## src/rtl/axi_mem_bist.sv

```systemverilog
// AXI4 memory BIST master: fills the slave with seed+i using INCR write bursts,
// then reads it back with INCR read bursts and checks every beat.
module axi_mem_bist #(
  parameter int                     G_DATAWIDTH = 32,
  parameter int                     G_ADDRWIDTH = 32,
  parameter int                     G_MEMDEPTH  = 1024,
  parameter int                     G_BURSTLEN  = 16,
  parameter logic [G_ADDRWIDTH-1:0] G_BASEADDR  = '0
) (
  input  logic                     s_aclk,
  input  logic                     s_aresetn,
  input  logic                     start,
  input  logic [G_DATAWIDTH-1:0]   seed,
  output logic                     busy,
  output logic                     done,
  output logic                     pass,
  output logic [15:0]              err_count,
  output logic [G_ADDRWIDTH-1:0]   first_err_addr,
  output logic [0:0]               m_axi_awid,
  output logic [G_ADDRWIDTH-1:0]   m_axi_awaddr,
  output logic [7:0]               m_axi_awlen,
  output logic [2:0]               m_axi_awsize,
  output logic [1:0]               m_axi_awburst,
  output logic                     m_axi_awvalid,
  input  logic                     m_axi_awready,
  output logic [G_DATAWIDTH-1:0]   m_axi_wdata,
  output logic [G_DATAWIDTH/8-1:0] m_axi_wstrb,
  output logic                     m_axi_wlast,
  output logic                     m_axi_wvalid,
  input  logic                     m_axi_wready,
  input  logic [0:0]               m_axi_bid,
  input  logic [1:0]               m_axi_bresp,
  input  logic                     m_axi_bvalid,
  output logic                     m_axi_bready,
  output logic [0:0]               m_axi_arid,
  output logic [G_ADDRWIDTH-1:0]   m_axi_araddr,
  output logic [7:0]               m_axi_arlen,
  output logic [2:0]               m_axi_arsize,
  output logic [1:0]               m_axi_arburst,
  output logic                     m_axi_arvalid,
  input  logic                     m_axi_arready,
  input  logic [0:0]               m_axi_rid,
  input  logic [G_DATAWIDTH-1:0]   m_axi_rdata,
  input  logic [1:0]               m_axi_rresp,
  input  logic                     m_axi_rlast,
  input  logic                     m_axi_rvalid,
  output logic                     m_axi_rready
);

  localparam int BYTES = G_DATAWIDTH / 8;
  localparam int SIZE  = $clog2(BYTES);
  localparam int WW    = $clog2(G_MEMDEPTH + 1);

  typedef enum logic [2:0] {
    S_IDLE, S_WR_ADDR, S_WR_DATA, S_WR_RESP, S_RD_ADDR, S_RD_DATA, S_DONE
  } state_t;

  state_t                   state_q, state_d;
  logic [WW-1:0]            word_q, word_d;
  logic [7:0]               beat_q, beat_d;
  logic [7:0]               len_q, len_d;
  logic [G_ADDRWIDTH-1:0]   addr_q, addr_d;
  logic [G_DATAWIDTH-1:0]   seed_q, seed_d;
  logic [G_DATAWIDTH-1:0]   pat_q, pat_d;
  logic [15:0]              err_q, err_d;
  logic [G_ADDRWIDTH-1:0]   first_q, first_d;
  logic                     busy_q, busy_d, done_q, done_d, pass_q, pass_d;
  logic                     awvalid_q, awvalid_d, wvalid_q, wvalid_d, wlast_q, wlast_d;
  logic                     bready_q, bready_d, arvalid_q, arvalid_d, rready_q, rready_d;

  logic                     start_ok, aw_fire, w_fire, b_fire, ar_fire, r_fire;
  logic                     last_beat, more_words, wr_err, rd_err;
  logic [WW-1:0]            next_word;
  logic [G_ADDRWIDTH-1:0]   err_addr;

  // Burst length for a burst starting at word w: clipped to the words left.
  function automatic logic [7:0] len_for(input logic [WW-1:0] w);
    int rem;
    rem = G_MEMDEPTH - int'(w);
    if (rem > G_BURSTLEN) rem = G_BURSTLEN;
    return 8'(rem - 1);
  endfunction

  function automatic logic [G_ADDRWIDTH-1:0] addr_for(input logic [WW-1:0] w);
    return G_BASEADDR + (G_ADDRWIDTH'(w) << SIZE);
  endfunction

  assign start_ok   = start && (state_q == S_IDLE || state_q == S_DONE);
  assign aw_fire    = awvalid_q && m_axi_awready;
  assign w_fire     = wvalid_q && m_axi_wready;
  assign b_fire     = bready_q && m_axi_bvalid;
  assign ar_fire    = arvalid_q && m_axi_arready;
  assign r_fire     = rready_q && m_axi_rvalid;
  assign last_beat  = (beat_q == len_q);
  assign next_word  = word_q + WW'(len_q) + WW'(1);
  assign more_words = (next_word < WW'(G_MEMDEPTH));
  assign wr_err     = b_fire && (m_axi_bresp != 2'b00);
  assign rd_err     = r_fire && ((m_axi_rdata != pat_q) || (m_axi_rresp != 2'b00) ||
                                 (m_axi_rlast != last_beat));
  // Write-response errors are attributed to the burst start, read errors to the beat.
  assign err_addr   = wr_err ? addr_q : addr_for(word_q + WW'(beat_q));

  always_ff @(posedge s_aclk) begin
    if (!s_aresetn) begin
      state_q   <= S_IDLE;
      word_q    <= '0;
      beat_q    <= '0;
      len_q     <= '0;
      addr_q    <= '0;
      seed_q    <= '0;
      pat_q     <= '0;
      err_q     <= '0;
      first_q   <= '0;
      busy_q    <= 1'b0;
      done_q    <= 1'b0;
      pass_q    <= 1'b0;
      awvalid_q <= 1'b0;
      wvalid_q  <= 1'b0;
      wlast_q   <= 1'b0;
      bready_q  <= 1'b0;
      arvalid_q <= 1'b0;
      rready_q  <= 1'b0;
    end else begin
      state_q   <= state_d;
      word_q    <= word_d;
      beat_q    <= beat_d;
      len_q     <= len_d;
      addr_q    <= addr_d;
      seed_q    <= seed_d;
      pat_q     <= pat_d;
      err_q     <= err_d;
      first_q   <= first_d;
      busy_q    <= busy_d;
      done_q    <= done_d;
      pass_q    <= pass_d;
      awvalid_q <= awvalid_d;
      wvalid_q  <= wvalid_d;
      wlast_q   <= wlast_d;
      bready_q  <= bready_d;
      arvalid_q <= arvalid_d;
      rready_q  <= rready_d;
    end
  end

  always_comb begin
    state_d = state_q;
    case (state_q)
      S_IDLE, S_DONE: if (start)                state_d = S_WR_ADDR;
      S_WR_ADDR:      if (aw_fire)              state_d = S_WR_DATA;
      S_WR_DATA:      if (w_fire && last_beat)  state_d = S_WR_RESP;
      S_WR_RESP:      if (b_fire)               state_d = more_words ? S_WR_ADDR : S_RD_ADDR;
      S_RD_ADDR:      if (ar_fire)              state_d = S_RD_DATA;
      S_RD_DATA:      if (r_fire && last_beat)  state_d = more_words ? S_RD_ADDR : S_DONE;
      default:                                  state_d = S_IDLE;
    endcase
  end

  // Next values of every registered output and datapath register.
  always_comb begin
    word_d  = word_q;
    beat_d  = beat_q;
    len_d   = len_q;
    addr_d  = addr_q;
    seed_d  = seed_q;
    pat_d   = pat_q;
    err_d   = err_q;
    first_d = first_q;
    if (start_ok) begin
      seed_d  = seed;
      pat_d   = seed;
      word_d  = '0;
      beat_d  = '0;
      len_d   = len_for('0);
      addr_d  = G_BASEADDR;
      err_d   = '0;
      first_d = '0;
    end else begin
      if (wr_err || rd_err) begin
        if (err_q == 16'd0)     first_d = err_addr;
        if (err_q != 16'hFFFF)  err_d   = err_q + 16'd1;
      end
      case (state_q)
        S_WR_DATA: begin
          if (w_fire) begin
            pat_d  = pat_q + G_DATAWIDTH'(1);
            beat_d = last_beat ? 8'd0 : beat_q + 8'd1;
          end
        end
        S_WR_RESP: begin
          if (b_fire) begin
            if (more_words) begin
              word_d = next_word;
              len_d  = len_for(next_word);
              addr_d = addr_for(next_word);
            end else begin
              word_d = '0;
              len_d  = len_for('0);
              addr_d = G_BASEADDR;
              pat_d  = seed_q;
            end
          end
        end
        S_RD_DATA: begin
          if (r_fire) begin
            pat_d  = pat_q + G_DATAWIDTH'(1);
            beat_d = last_beat ? 8'd0 : beat_q + 8'd1;
            if (last_beat && more_words) begin
              word_d = next_word;
              len_d  = len_for(next_word);
              addr_d = addr_for(next_word);
            end
          end
        end
        default: ;
      endcase
    end
    awvalid_d = (state_d == S_WR_ADDR);
    wvalid_d  = (state_d == S_WR_DATA);
    wlast_d   = (state_d == S_WR_DATA) && (beat_d == len_d);
    bready_d  = (state_d == S_WR_RESP);
    arvalid_d = (state_d == S_RD_ADDR);
    rready_d  = (state_d == S_RD_DATA);
    busy_d    = (state_d != S_IDLE) && (state_d != S_DONE);
    done_d    = (state_d == S_DONE);
    pass_d    = (state_d == S_DONE) && (err_d == 16'd0);
  end

  assign busy           = busy_q;
  assign done           = done_q;
  assign pass           = pass_q;
  assign err_count      = err_q;
  assign first_err_addr = first_q;

  assign m_axi_awid    = 1'b0;
  assign m_axi_awaddr  = addr_q;
  assign m_axi_awlen   = len_q;
  assign m_axi_awsize  = 3'(SIZE);
  assign m_axi_awburst = 2'b01;
  assign m_axi_awvalid = awvalid_q;
  assign m_axi_wdata   = pat_q;
  assign m_axi_wstrb   = '1;
  assign m_axi_wlast   = wlast_q;
  assign m_axi_wvalid  = wvalid_q;
  assign m_axi_bready  = bready_q;
  assign m_axi_arid    = 1'b0;
  assign m_axi_araddr  = addr_q;
  assign m_axi_arlen   = len_q;
  assign m_axi_arsize  = 3'(SIZE);
  assign m_axi_arburst = 2'b01;
  assign m_axi_arvalid = arvalid_q;
  assign m_axi_rready  = rready_q;

  // Only one ID is ever issued, so returned IDs carry no information.
  logic unused_ids;
  assign unused_ids = &{1'b0, m_axi_bid, m_axi_rid};

endmodule
```

## config.mk

```make
export PLATFORM = sky130hd
export DESIGN_NAME = axi_mem_bist
export DESIGN_NICKNAME = d
export VERILOG_FILES = /design/src/rtl/axi_mem_bist.sv
export SDC_FILE = /design/constraint.sdc
export NUM_CORES = 1
export LEC_CHECK = 0
export CORE_AREA = 2 2 127 154
export DETAILED_ROUTE_END_ITERATION = 8
export DIE_AREA = 0 0 129 156
export GPL_TIMING_DRIVEN = 0
export MAX_ROUTING_LAYER = met4
export PLACE_DENSITY = 0.87
export SYNTH_ARGS = -nofsm -noshare
export SYNTH_HDL_FRONTEND = slang
export SYNTH_SLANG_ARGS = --single-unit
```

## constraint.sdc

```tcl
create_clock -name s_aclk -period 9.4 [get_ports s_aclk]
set_input_delay 1.41 -clock s_aclk [delete_from_list [all_inputs] [get_ports s_aclk]]
set_output_delay 1.41 -clock s_aclk [all_outputs]
set_load 0.02 [all_outputs]
```

-- Word level (Yosys, flattened, before mapping)
Cells that the tools add are included.
- logic and storage cells: 135
- bits of input ports: 79
- register bits after elaboration: 183
- $add $sub $neg: 9
- bitwise operators: 1
- reductions and logical operators: 31
- mux-type cells: 49
- eq/ne operators: 25
- $lt $le $gt $ge: 2
- operator list (cell ; number):
    $mux 32 ; 9
    $mux 8 ; 18
    $pmux 32 s3 ; 1
    $pmux 32 s2 ; 1
    $mux 16 ; 3
    $mux 11 ; 4
    $add 32x1->32 const B ; 1
    $logic_not 16->1 ; 2
    $ne 32x32->1 ; 1
    $pmux 8 s2 ; 2
    $add 11x8->11 ; 2
    $pmux 11 s2 ; 1
    $mux 3 ; 7
    $eq 3x3->1 const B ; 6
    $pmux 3 s6 ; 1
    $add 16x1->16 const B ; 1
    $eq 8x8->1 ; 2
    $ne 16x16->1 const B ; 1
    $sub 8x2->8 const B ; 2
    $ne 3x3->1 const B ; 5
    $logic_and 1x1->1 ; 14
    $mux 13 ; 1
    $eq 3x2->1 const B ; 4
    $gt 12x6->1 const B ; 1
    18 further kinds ; 27

-- Longest topological paths before layout
- word-level depth: 16
- gate-level depth with buffers: 21
- depth with buffers taken out: 20

-- Worst setup path after synthesis
OpenSTA, ideal clock, no wires.
- path kind: reg2reg
- from: register len_q[0], in the netlist m_axi_arlen[0]
- to: register wlast_q, in the netlist m_axi_wlast
- setup slack: 4.325 ns
- arrival time: 5.015 ns
- data required time: 9.340 ns
- clock period less this slack: 5.075 ns
- cell stages (with the launch flop): 22
- cell sequence: dfxtp_1 > inv_1 > ha_1 > fa_1 > ha_1 > clkbuf_1 > nand3_1 > mux2i_2 > o2111ai_1 > nor4_1 > a21oi_2 > o31ai_2 > nand2_1 > ha_1 > nand2_1 > o221ai_1 > o2111ai_1 > nand2b_1 > a21o_1 > a2111oi_0 > o311a_1 > o2111a_1
- cells in the longest elaborated chain, start to end: 16
- ends and longest elaborated chain (element ; line ; text):
    start, declared ; 61 ; logic [7:0] len_q, len_d;
    start signal, assigned ; 127 ; len_q <= len_d;
    $add 11x8->11 ; 95 ; assign next_word = word_q + WW'(len_q) + WW'(1);
    $add 11x1->11 ; 95 ;
    $sub 11x11->12 ; 79 ; rem = G_MEMDEPTH - int'(w);
    $gt 12x6->1 ; 80 ; if (rem > G_BURSTLEN) rem = G_BURSTLEN;
    $mux 8 ; 80 ;
    $mux 8 (on tied branches) ; 207, 191 ;
    $mux 8 (on tied branches) ; 204, 190 ;
    $mux 8 ; 182 ; case (state_q)
    $mux 8 ; 168 ; if (start_ok) begin
    $sub 8x2->8 ; 81 ; return 8'(rem - 1);
    $mux 8 (on tied branches) ; 207, 191 ;
    $mux 8 (on tied branches) ; 204, 190 ;
    $pmux 8 s2 ; 182 ;
    $mux 8 ; 168 ;
    $eq 8x8->1 ; 219 ; wlast_d = (state_d == S_WR_DATA) && (beat_d == len_d);
    $logic_and 1x1->1 (*) ; 219 ;
    end signal, assigned ; 138 ; wlast_q <= wlast_d;
    end, declared ; 68 ; logic awvalid_q, awvalid_d, wvalid_q, wvalid_d, wlast_q, wlast_d;
Every way passes the cells marked *; elsewhere a longest branch is shown, timed or not. The select of a mux whose other input is x is not followed.
A chain may end at the register's enable or synchronous reset.

-- Final worst setup path
Same ends and word-level chain as after synthesis.

==> flow_summary.rst <==
.. list-table::
   :header-rows: 1

   * - Metric
     - Value
   * - Type of the setup path with the least slack
     - reg2reg
   * - Detailed router's first-iteration violation count
     - 840
   * - Sink Count
     - 130
   * - Crit. End Element
     - register
   * - Average vias per placed instance
     - roughly 5.7
   * - Data arrival at the endpoint of the critical path
     - around 6.5 ns
   * - Cell-internal power
     - between 0.001 and 0.0015 W
   * - Clock power share
     - between 40% and 50%
   * - Overall power
     - between 0.0015 and 0.002 W
   * - CTS Root Cell
     - clkbuf_16
   * - Final wirelength
     - around 31 mm
   * - Final critical path time including I/O delays and setup
     - ~6 ns
   * - Least-Margin Pin Slew
     - 1.24 ns
   * - Layout Utilization
     - approximately 67%
   * - Clock Path Buffers
     - 2
   * - Worst slew margin relative to its limit
     - between 10% and 20%
   * - Clk_skew
     - about 0.011 ns
   * - Worst hold-check path type
     - reg2reg
   * - Largest stage delay, worst path
     - 0.63 ns
   * - Switch Pwr
     - 0.000489 W
   * - Fmax achieved
     - ~160 MHz
   * - Final Hold Fails
     - 0
   * - Critical Path Most Common Cell
     - ha_1
   * - Post-synthesis cell area
     - approximately 9500 µm²
   * - Power density over the cells
     - 128 nW/µm²
   * - Sequential share of the synthesized area
     - between 20% and 30%
   * - Length of the first detailed-routing pass in iterations
     - 8
   * - Share of cells above drive strength 1
     - about a tenth
   * - Required time at the worst-slack endpoint
     - between 9 and 10 ns
   * - Placement-stage worst setup slack
     - 3.40 ns
   * - Highest net fanout along the worst path
     - 7
   * - Mean post-synth cell area
     - between 7 and 8 µm²
   * - Fraction of power spent switching nets
     - a little under a third
   * - Area growth from synthesis to layout
     - 31.8%
   * - Commonest register cell after synthesis
     - dfxtp_1
   * - GR Layer Usage met1
     - 33.7%
   * - Largest voltage drop on the vdd net
     - roughly 0.12 mV
   * - Routability cong.
     - 0.988
   * - Category of cells accounting for the largest share of critical-path delay
     - compound AO/OA/AOI/OAI gates
   * - Global-route wire length before repair
     - about 48 mm
   * - Met2 Usage GRT
     - 54.7%
   * - Total congestion overflow after global routing
     - 0
   * - Hold path cells
     - 2
   * - Half-perimeter wire length of the detailed placement result
     - between 20 and 25 mm
   * - Count of warnings emitted by yosys
     - 0
   * - Starting utilization of the core area
     - around 51%
   * - Area enclosed by the die boundary
     - 20,100 µm²
   * - Share of total power in sequential cells
     - a little under two fifths
   * - Number of primary I/O pins
     - approximately 260
   * - DRC viols
     - 0
   * - Area of the core
     - 18,600 µm²
   * - Vias in the first global route
     - roughly 10,000
   * - Minimum setup slack in the final design
     - 3.24 ns
   * - PostCTS Resize Cnt
     - 0
   * - Total GRT Usage
     - a little under a third
   * - Via Count
     - roughly 10,000
   * - Row count
     - 55
   * - Number of distinct library cell variants in the gate-level netlist after synthesis
     - 81
   * - Total negative slack
     - 0 ns
   * - Fin nets
     - about 1,600
   * - Max-Cap Viols
     - 0
   * - Height of the chip
     - around 160 µm
   * - Routing usage on met3
     - 4.94%
   * - Worst setup SP type
     - register
   * - EDFF count, synth
     - 0
   * - Worst setup path start
     - m_axi_arlen[0]
   * - Static leakage
     - ~5 nW
   * - Post-CTS Setup Inserts
     - 0
   * - Antenna Violating Nets Remaining
     - 0
   * - Final worst-path cycle share
     - between 60% and 70%
   * - Largest cells by area after synthesis
     - dfxtp_1, buf_4, nand2_1
   * - Run status
     - finished, final reports clean
   * - R2r worst-path depth
     - 21
   * - Count of buffering cells on the critical path with inverters included
     - 2
   * - Unrepaired setup endpoints after global routing
     - false
   * - Worst Min Path Start
     - seed_q[19]
   * - Proportion of synthesized flip-flops having asynchronous set or reset
     - 0%
   * - CTS Buf Count
     - 17
   * - Initial antenna violation count
     - 0
   * - Worst reg2reg startpoint
     - m_axi_arlen[0]
   * - CTS HTree Levels
     - 4
   * - DR WL/cell
     - roughly 17 µm
   * - Pin count of the biggest net entering global routing
     - 17
   * - Inserted Diodes
     - 0
   * - Share of Yosys cell area claimed by the top area cell type
     - around 27%
   * - Synthesized instance count
     - about 1,300
   * - Floorplan die width
     - about 130 µm
   * - Most area-hungry cell type in the Yosys netlist
     - dfxtp_1
   * - Cell with the largest stage delay on the worst path
     - fa_1
   * - Part of the total power dissipated in combinational logic
     - about a fifth
   * - Flip-flop and latch count after synthesis
     - 130
   * - Number of setup violations in the final report
     - 0
   * - Most frequent cells after synthesis
     - nand2_1, dfxtp_1, nor2_1
   * - Clock latency on the worst-skew pair
     - 0.43 ns
   * - Worst-path cell chain
     - inv_1 > ha_1 > fa_1 > ha_1 > clkbuf_1 > nand3_1 > mux2i_2 > o2111ai_1 > nor4_1 > a21oi_2 > o31ai_2 > nand2_1 > ha_1 > nand2_1 > o221ai_1 > o2111ai_1 > nand2b_1 > a21o_1 > a2111oi_0 > o311a_1 > o2111a_1
   * - CTS tree
     - built
   * - Cell with the most instances after synthesis
     - nand2_1
   * - Crit path depth
     - 21
   * - Hold bufs inserted after CTS
     - 0
   * - Busiest layer in global routing
     - met2
   * - Clock transition at the registers of the reported paths
     - around 0.06 ns
   * - Max Slew Vio Count
     - 0
   * - Number of input and output port buffers inserted
     - between 150 and 200
layout make-up:
type / instances / area, µm²
Sequential cell: 130 / 2600
Inverter: 27 / 101
Fill cell: 1556 / 6090
Multi-Input combinational cell: 999 / 6080
Tap cell: 256 / 320
Clock buffer: 17 / 425
Clock inverter: 15 / 174
Buffer: 171 / 1030
Timing Repair Buffer: 182 / 1820
worst paths after layout:
| kind | to | slack [ns] |
|---|---|---|
| hold / removal | seed_q[19] | 0.47 |
| setup reg to reg | m_axi_wlast | 3.24 |
| hold reg to reg | seed_q[19] | 0.47 |
| setup / recovery | m_axi_wlast | 3.24 |
placed cells by master, fill, tap and decap left out, drive strengths merged, types with 12 or more instances in the layout:
cell / count
inv: 33
nor3: 29
nand2: 135
a31oi: 18
dfxtp: 130
clkdlybuf4s50: 182
nor2: 125
and3: 24
xor2: 29
a21boi: 60
ha: 25
xnor2: 50
nor4: 13
nand4: 18
a21oi: 86
a211oi: 12
o221ai: 30
and2: 26
nand3: 35
clkbuf: 81
buf: 107
mux2i: 19
conb: 79
o21ai: 46
registers in the layout, summed over array words and instances (netlist names):
register        count
state_q             3
seed_q             32
m_axi_bready        1
m_axi_araddr       11
m_axi_rready        1
done                1
m_axi_arlen         8
m_axi_arvalid       1
m_axi_wlast         1
pass                1
m_axi_wdata        32
m_axi_wvalid        1
m_axi_awvalid       1
beat_q              8
busy                1
first_err_addr     11
err_count          16
routing by layer:
layer  up-vias  routed length, µm
met2       640              15800
met4         0               1370
met5         -                  0
met1      4684              11300
li1       4843                  -
met3       106               2720
through the flow:
stage	cell area, µm²	cells	hold slack [ns]
floorplan	9820	1327	0.444
global placement	12000	1765	0.451
detailed placement	12000	1765	0.458
CTS	12600	1797	0.467
global route	12600	1797	0.493
finish	12600	1797	0.465
power groups by stage:
| stage | clock, W | sequential, W | combinational, W |
|---|---|---|---|
| 2_1_floorplan | 0 | 0.000623 | 0.000189 |
| 3_3_place_gp | 0 | 0.000617 | 0.000310 |
| 3_5_place_dp | 0 | 0.000618 | 0.000313 |
| 4_1_cts | 0.000677 | 0.000606 | 0.000315 |
| 5_1_grt | 0.000699 | 0.000610 | 0.000344 |
| 6_report | 0.000675 | 0.000608 | 0.000320 |
logic make-up (layout without fill, tap and decap cells):
family | after synthesis | count (layout) | synth area share [%]
multiplexers | 22 | 22 | 2.39
XOR/XNOR | 80 | 80 | 7.50
AND/OR/NAND/NOR | 457 | 457 | 23.0
buffers and inverters | 198 | 412 | 11.9
adder cells (fa/ha/maj) | 27 | 27 | 3.70
AO/OA/AOI/OAI | 334 | 334 | 24.1
other | 2 | 79 | 0.0788
flip-flops | 130 | 130 | 27.3
tightest hold or removal path, cell delays in order (launching register included):
cell	delay, ns
dfxtp_1	0.31
nand2_1	0.05
a21boi_0	0.06
Power figures use the tool's default switching activity.
